### src/rtl/soft_core_cpu_output_capture.sv
// Capture buffer between the soft-core CPU and the seven-segment display wrapper.
// Optional sticky overflow flag is compiled in when OUTPUT_CAPTURE_OVF_EN is defined.
module soft_core_cpu_output_capture #(
  parameter int WIDTH = 8,
  parameter int DEPTH = 4,
  parameter int WRAP  = 0
) (
  input  logic                       CLK,
  input  logic                       CLR,
  input  logic                       CPU_EN_pulse,
  input  logic                       DOUT_pulse,
  input  logic [WIDTH-1:0]           CPU_OUTPUT_VAL,
  output logic [WIDTH*DEPTH-1:0]     NUM_BUFF,
  input  logic [$clog2(DEPTH)-1:0]   RD_IDX,
  output logic [WIDTH-1:0]           RD_DATA,
  output logic [$clog2(DEPTH+1)-1:0] COUNT,
  output logic                       ARMED,
  output logic                       FULL,
  output logic                       OVF
);

  localparam int CW = $clog2(DEPTH + 1);

  localparam logic [1:0] S_IDLE = 2'd0;
  localparam logic [1:0] S_CAPT = 2'd1;
  localparam logic [1:0] S_DONE = 2'd2;

  logic [1:0]       state_reg, state_next;
  logic [CW-1:0]    count_reg, count_next;
  logic [WIDTH-1:0] slot_reg  [DEPTH];
  logic [WIDTH-1:0] slot_next [DEPTH];
  logic             full_w;
  logic             capt_write;
  logic             wrap_shift;

  assign full_w     = (count_reg == CW'(DEPTH));
  assign capt_write = DOUT_pulse && !CPU_EN_pulse && (state_reg == S_CAPT) && !full_w;
  assign wrap_shift = DOUT_pulse && !CPU_EN_pulse && (state_reg == S_CAPT) && full_w
                      && (WRAP != 0);

  always_comb begin
    state_next = state_reg;
    count_next = count_reg;
    for (int k = 0; k < DEPTH; k++) begin
      slot_next[k] = slot_reg[k];
    end

    if (CPU_EN_pulse) begin
      // Arming always wins over a coincident DOUT strobe, whose value is dropped.
      state_next = S_CAPT;
      count_next = '0;
      for (int k = 0; k < DEPTH; k++) begin
        slot_next[k] = '0;
      end
    end else if (capt_write) begin
      for (int k = 0; k < DEPTH; k++) begin
        if (k == DEPTH - 1 - int'(count_reg)) begin
          slot_next[k] = CPU_OUTPUT_VAL;
        end
      end
      count_next = count_reg + CW'(1);
      if (WRAP == 0 && count_reg == CW'(DEPTH - 1)) begin
        state_next = S_DONE;
      end
    end else if (wrap_shift) begin
      // Oldest value falls off the top slot; newest enters at slot 0.
      for (int k = DEPTH - 1; k > 0; k--) begin
        slot_next[k] = slot_reg[k-1];
      end
      slot_next[0] = CPU_OUTPUT_VAL;
    end
  end

  always_ff @(posedge CLK) begin
    if (CLR) begin
      state_reg <= S_IDLE;
      count_reg <= '0;
      for (int k = 0; k < DEPTH; k++) begin
        slot_reg[k] <= '0;
      end
    end else begin
      state_reg <= state_next;
      count_reg <= count_next;
      for (int k = 0; k < DEPTH; k++) begin
        slot_reg[k] <= slot_next[k];
      end
    end
  end

`ifdef OUTPUT_CAPTURE_OVF_EN
  logic ovf_reg, ovf_next;

  always_comb begin
    ovf_next = ovf_reg;
    if (CPU_EN_pulse) begin
      ovf_next = 1'b0;
    end else if (DOUT_pulse && (wrap_shift || state_reg == S_DONE)) begin
      ovf_next = 1'b1;
    end
  end

  always_ff @(posedge CLK) begin
    if (CLR) begin
      ovf_reg <= 1'b0;
    end else begin
      ovf_reg <= ovf_next;
    end
  end

  assign OVF = ovf_reg;
`else
  assign OVF = 1'b0;
`endif

  genvar gi;
  generate
    for (gi = 0; gi < DEPTH; gi++) begin : g_pack
      assign NUM_BUFF[gi*WIDTH +: WIDTH] = slot_reg[gi];
    end
  endgenerate

  // Loop-based select keeps out-of-range indices (non power-of-two DEPTH) at zero.
  always_comb begin
    RD_DATA = '0;
    for (int k = 0; k < DEPTH; k++) begin
      if (int'(RD_IDX) == k) begin
        RD_DATA = slot_reg[k];
      end
    end
  end

  assign COUNT = count_reg;
  assign ARMED = (state_reg == S_CAPT);
  assign FULL  = full_w;

endmodule
### config.mk
export PLATFORM = sky130hd
export DESIGN_NAME = soft_core_cpu_output_capture
export DESIGN_NICKNAME = d
export VERILOG_FILES = /design/src/rtl/soft_core_cpu_output_capture.sv
export SDC_FILE = /design/constraint.sdc
export NUM_CORES = 1
export LEC_CHECK = 0
export CORE_MARGIN = 10
export CORE_UTILIZATION = 42
export DETAILED_ROUTE_END_ITERATION = 16
export PLACE_DENSITY = 0.75
export SETUP_SLACK_MARGIN = 0.02
export SYNTH_ARGS = -nofsm -noshare
export SYNTH_HDL_FRONTEND = slang
export SYNTH_SLANG_ARGS = --single-unit
### constraint.sdc
create_clock -name CLK -period 2.1 [get_ports CLK]
set_input_delay 0.315 -clock CLK [delete_from_list [all_inputs] [get_ports CLK]]
set_output_delay 0.315 -clock CLK [all_outputs]
set_load 0.02 [all_outputs]
==> flow_summary_export.csv, run 1 <==
group,metric,value,unit
cts,cts.clk_slew.worst_paths,0.07,ns
grt,grt_max_degree,42,
grt,antenna_found_initial,0,
layout,nets,244,
timing,finalCritPeriodShare,96.6,%
grt,grt_pass1_wl,7370,um
floorplan,fp.dieW,83.7,um
timing,skew,0.00430,ns
critical_path,crit_fanout,4,
synth,synthAdderAreaFrac,4.40,%
floorplan,die_y,83.7,um
cts,cts_resized,20,
route,drt_first_pass_iters,4,
synth,yosys.area.top_type_share,43.4,%
synth,synth_area_leaders,"dfxtp_1 (43%), mux2i_1 (19%), mux4_2 (11%), nand2_1 (9.0%), ha_1 (4.4%)",
power,power_density,557,mW/mm^2
synth,syn_avg_cell_area,10.7,um^2
layout,seq_area,741,um^2
min_path,whs_path_depth,2,
grt,grt_overflow,0,
synth,synthSimpleGateAreaFrac,16.9,%
synth,synth_seq_cells,37,
layout,multi_input_area,908,um^2
synth,yosysTopAreaCell,"dfxtp_1",
synth,synth_cell_types,26,
floorplan,num_rows,23,
layout,num_antenna_cells,0,
critical_path,r2r_cells,5,
cts,cts.sinks,37,
critical_path,crit_arrival,1.71,ns
timing,fin_ws,0.0717,ns
route,drtIter0Drc,72,
flow_run,cap_violations,0,
floorplan,num_io_pins,60,
critical_path,cpPeakStageDelay,0.49,ns
placed_design,place_ws,-0.247,ns
timing,hold_violations,0,
critical_path,path_cells,"clkdlybuf4s50_1, buf_4, mux4_2, clkdlybuf4s15_2",
route,drt-vias-per-instance,5.07,
synth,synthCells,159,
grt,track_usage,12.6,%
layout,utilization,61.7,%
timing,max_freq,0.493,GHz
synth,syn-num-nets,179,
layout,largest_reg_flops,32,
placed_design,dp_cells,267,
synth,synth-edff-count,0,
critical_path,cp.depth,4,
layout,fill_cells,353,
critical_path,criticalPathCategory,"input pin to output pin",
critical_path,startpoint,"RD_IDX[0]",
cts,clock_latency,0.29,ns
timing,tns,0,ns
critical_path,worstReg2RegEnd,"slot_reg[0][5]",
min_path,hold_path.class,"flop to flop",
placed_design,hpwl,3340,um
synth,syn-cell-area,0.00171,mm^2
critical_path,worst-path-buf-inv,3,
placed_design,io_buffers,58,
layout,area_delta_synth_final,43.6,%
synth,yosysMostFrequentCell,"nand2_1",
synth,synth_mux_area_share,29.3,%
layout,instances_no_fill,275,
grt,grt_pass1_vias,1438,
layout,drive_gt1_share,17.8,%
placed_design,place.gp.congestion,0.779,
cts,cts_root_buffer,"clkbuf_8",
min_path,hold_end,"slot_reg[0][7]",
timing,setup_viol,0,
power,p_total,1.36,mW
timing,finalMaxSlewViolations,0,
floorplan,core,0.00397,mm^2
cts,cts_setup_buffers,0,
critical_path,crit_path_end_kind,"output pin",
outcome,status,"finished clean",
synth,yosys-top-cells-count,"nand2_1 (41), dfxtp_1 (37), mux2i_1 (32)",
synth,synth-compound-area-share,2.27,%
cts,cts_buffer_depth,2,
critical_path,path_delay_family,"buffers and inverters",
min_path,hold_start,"slot_reg[0][7]",
synth,synth_top_family_by_area,"multiplexers",
critical_path,crit_slowest_cell,"mux4_2",
floorplan,start_util,42.9,%
power,p_leak,1.05,nW
synth,synth-async-reset-ratio,0,%
route,postRouteAntennaNets,0,
cts,cts_tree,"built",
cts,cts_hold_buf,0,
synth,ys_warn_count,0,
timing,fin_crit,2.03,ns
critical_path,timing.rr.start,"COUNT[1]",
synth,synth_ff_type,"dfxtp_1",
timing,rsz0062_at_grt,"no",
critical_path,startpoint_type,"input pin",
cts,cts_buffers,5,
route,via_count,1393,
synth,synthXorXnorAreaFrac,0,%
synth,ys_seq_area_share,43.4,%
cts,cts_max_level,2,
floorplan,die_area,0.00701,mm^2
power,max-vdd-ir-drop,522,uV
critical_path,cp.required,1.78,ns
route,post-route-drc-count,0,
critical_path,r2r_slack,0.59,ns
route,wirelength,4380,um
route,post_drt_wl_per_cell,15.9,um
==> metal layers <==
metal,part of all wire (%),wire [um],vias to the layer above,track usage [%]
met5,0,0,-,0
met1,44,1910,673,14.1
met3,6.4,279,4,4.59
li1,-,-,682,-
met4,1.2,51,0,4.57
met2,49,2140,34,21.2
==> worst max-delay path by stage <==
stage	endpoint	slack, ns
after floorplan	slot_reg[0][0]	0.61
after global placement	RD_DATA[0]	-0.23
after detailed placement	RD_DATA[5]	-0.25
after CTS	RD_DATA[2]	0.02
after global routing	RD_DATA[1]	0.02
final	RD_DATA[1]	0.07
==> through the flow <==
stage	hold WS (ns)	area, um^2
floorplan	0.388	1710
global placement	0.459	2380
detailed placement	0.467	2380
CTS	0.478	2480
global route	0.508	2450
finish	0.471	2450
==> kinds of logic (layout without fill, tap and decap cells) <==
family / after synthesis / in the layout
fa+ha+maj: 6 / 6
flops: 37 / 37
other cells: 1 / 1
buf+inv: 12 / 78
mux: 40 / 40
compound gates: 6 / 6
simple gates: 57 / 57
==> cell usage in the layout, fill, tap and decap left out, types with 2 or more instances in the layout <==
cell type        count
a211oi_1             2
mux2i_1             32
inv_1                4
clkdlybuf4s50_1     48
clkbuf_8             7
nand3_2              3
ha_1                 6
buf_4                7
nor2_1               4
buf_2                2
clkbuf_2             4
dlygate4sd2_1        3
dfxtp_1             37
mux4_2               8
nand2_1             41
==> layout make-up <==
| cell class | count | share of cell area (%) |
|---|---|---|
| clock buffers | 7 | 3.93 |
| clock inverters | 1 | 0.204 |
| inverters | 4 | 0.613 |
| multi-input cells | 110 | 37.1 |
| flip-flops and latches | 37 | 30.3 |
| well taps | 50 | 2.55 |
| repair buffers | 66 | 25.3 |
==> report_power, final <==
group	switching, mW	internal (mW)	total [mW]
combinational	0.0563	0.0585	0.115
sequential	0.00368	0.705	0.709
clock	0.244	0.296	0.541
total	0.304	1.06	1.36
==> tightest hold or removal path, delay by kind of cell, from the launching register on <==
family           cells  cell delay [ns]
AND/OR/NAND/NOR      1             0.06
flip-flops           1             0.32
multiplexers         1             0.05
No activity file was read; power rests on OpenSTA's default activity.
==> inputs of run 2 (changes only) <==
- CORE_UTILIZATION: 42 -> 40
- clock period: 2.1 -> 1.65 ns (I/O delays scaled with it)
==> flow_summary_export.csv, run 2 (synthesis gave the netlist of run 1 again) <==
group,metric,value,unit
placed_design,place.gp.congestion,0.791,
timing,skew,0.00768,ns
placed_design,hpwl,3560,um
timing,rsz0062_at_grt,"no",
floorplan,num_rows,23,
cts,cts_setup_buffers,0,
cts,cts_hold_buf,0,
layout,utilization,64.6,%
power,p_total,1.85,mW
critical_path,cp.required,1.40,ns
timing,tns,0,ns
floorplan,core,0.00406,mm^2
placed_design,dp_cells,283,
layout,area_delta_synth_final,53.6,%
power,power_density,706,mW/mm^2
timing,whs,0.473,ns
route,via_count,1439,
critical_path,crit_arrival,1.33,ns
grt,track_usage,12.8,%
flow_run,cap_violations,0,
layout,largest_reg_flops,32,
cts,cts_buffer_depth,2,
cts,cts.sinks,37,
critical_path,startpoint_type,"flop",
route,postRouteAntennaNets,0,
cts,cts_buffers,5,
timing,fin_crit,1.58,ns
timing,fin_ws,0.0704,ns
grt,antenna_found_initial,0,
layout,nets,260,
min_path,hold_path.class,"flop to flop",
layout,mostFrequentLayoutCell,"clkdlybuf4s50_1",
placed_design,io_buffers,58,
cts,clock_latency,0.29,ns
power,p_leak,1.21,nW
cts,cts_max_level,2,
layout,fill_cells,326,
grt,grt_overflow,0,
timing,hold_violations,0,
cts,cts_tree,"built",
route,post_drt_wl_per_cell,15.5,um
floorplan,die_area,0.00728,mm^2
grt,grt_pass1_vias,1592,
grt,grt_max_degree,26,
placed_design,placed_area,0.00254,mm^2
layout,design_area,0.00262,mm^2
outcome,status,"finished clean",
floorplan,fp.dieW,85.3,um
timing,finalMaxSlewViolations,0,
floorplan,die_y,85.3,um
floorplan,num_io_pins,60,
route,post-route-drc-count,0,
layout,drive_gt1_share,23.7,%
cts,cts_root_buffer,"clkbuf_8",
grt,grt_pass1_wl,7670,um
timing,finalCritPeriodShare,95.7,%
timing,setup_viol,0,
route,drtIter0Drc,60,
critical_path,criticalPathCategory,"flop to output pin",
route,drt_first_pass_iters,4,
route,drt-vias-per-instance,4.95,
power,max-vdd-ir-drop,524,uV
floorplan,start_util,42.0,%
cts,cts.clk_slew.worst_paths,0.07,ns
layout,num_antenna_cells,0,
layout,instances_no_fill,291,
critical_path,crit_fanout,2,
route,wirelength,4520,um
timing,max_freq,0.633,GHz
critical_path,crit_path_end_kind,"output pin",
layout,final_cell_mix,"clkdlybuf4s50_1 (43), nand2_1 (41), dfxtp_1 (37)",
placed_design,place_ws,-0.580,ns
-- run 2: changes by cell type in the layout (fill, tap and decap cells not counted), moves of 2 or more --
cell,change
clkdlybuf4s50_1,-5
buf_6,+2
buf_12,+3
clkbuf_2,-3
buf_4,+11
buf_2,+6
dlymetal6s2s_1,+3
-- run 2: what timing repair did --
action                                  in CTS  in global routing
gates resized for setup                     38                  5
gates cloned                                 0                  0
endpoints found under the setup margin      10                  5
-- run 2: where the power goes --
part | total [mW] | leakage [nW] | internal (mW) | switching [mW]
sequential | 0.902 | 0.298 | 0.898 | 0.00413
combinational | 0.157 | 0.852 | 0.0822 | 0.0749
clock | 0.790 | 0.0585 | 0.492 | 0.297
-- run 2: cell type report --
type                            count  area, um^2  area share, %
Clock buffer                        7        86.3           3.30
Clock inverter                      1        30.0           1.15
Inverter                            4        15.0          0.573
Multi-Input combinational cell    110         908           34.7
Sequential cell                    37         741           28.3
Tap cell                           50        62.6           2.39
Timing Repair Buffer               82         777           29.7
-- run 2: routing by layer --
metal / track usage [%] / vias to the layer above / wire length, um
li1: - / 717 / -
met1: 14.2 / 667 / 1930
met2: 20.4 / 49 / 2050
met3: 5.93 / 6 / 463
met4: 6.29 / 0 / 74
met5: 0 / - / 0
-- run 2: worst max-delay path, stage by stage (launching register included) --
cell and delay [ns]:
dfxtp_1 0.34, buf_4 0.11, clkdlybuf4s50_1 0.60
-- run 2: worst paths after layout --
| kind | start | to | slack (ns) | cells past startpoint |
|---|---|---|---|---|
| max | slot_reg[3][3] | NUM_BUFF[27] | 0.07 | 2 |
| min | slot_reg[2][6] | slot_reg[2][6] | 0.47 | 2 |
| max reg2reg | COUNT[0] | slot_reg[0][7] | 0.23 | 7 |
| min reg2reg | slot_reg[2][6] | slot_reg[2][6] | 0.47 | 2 |
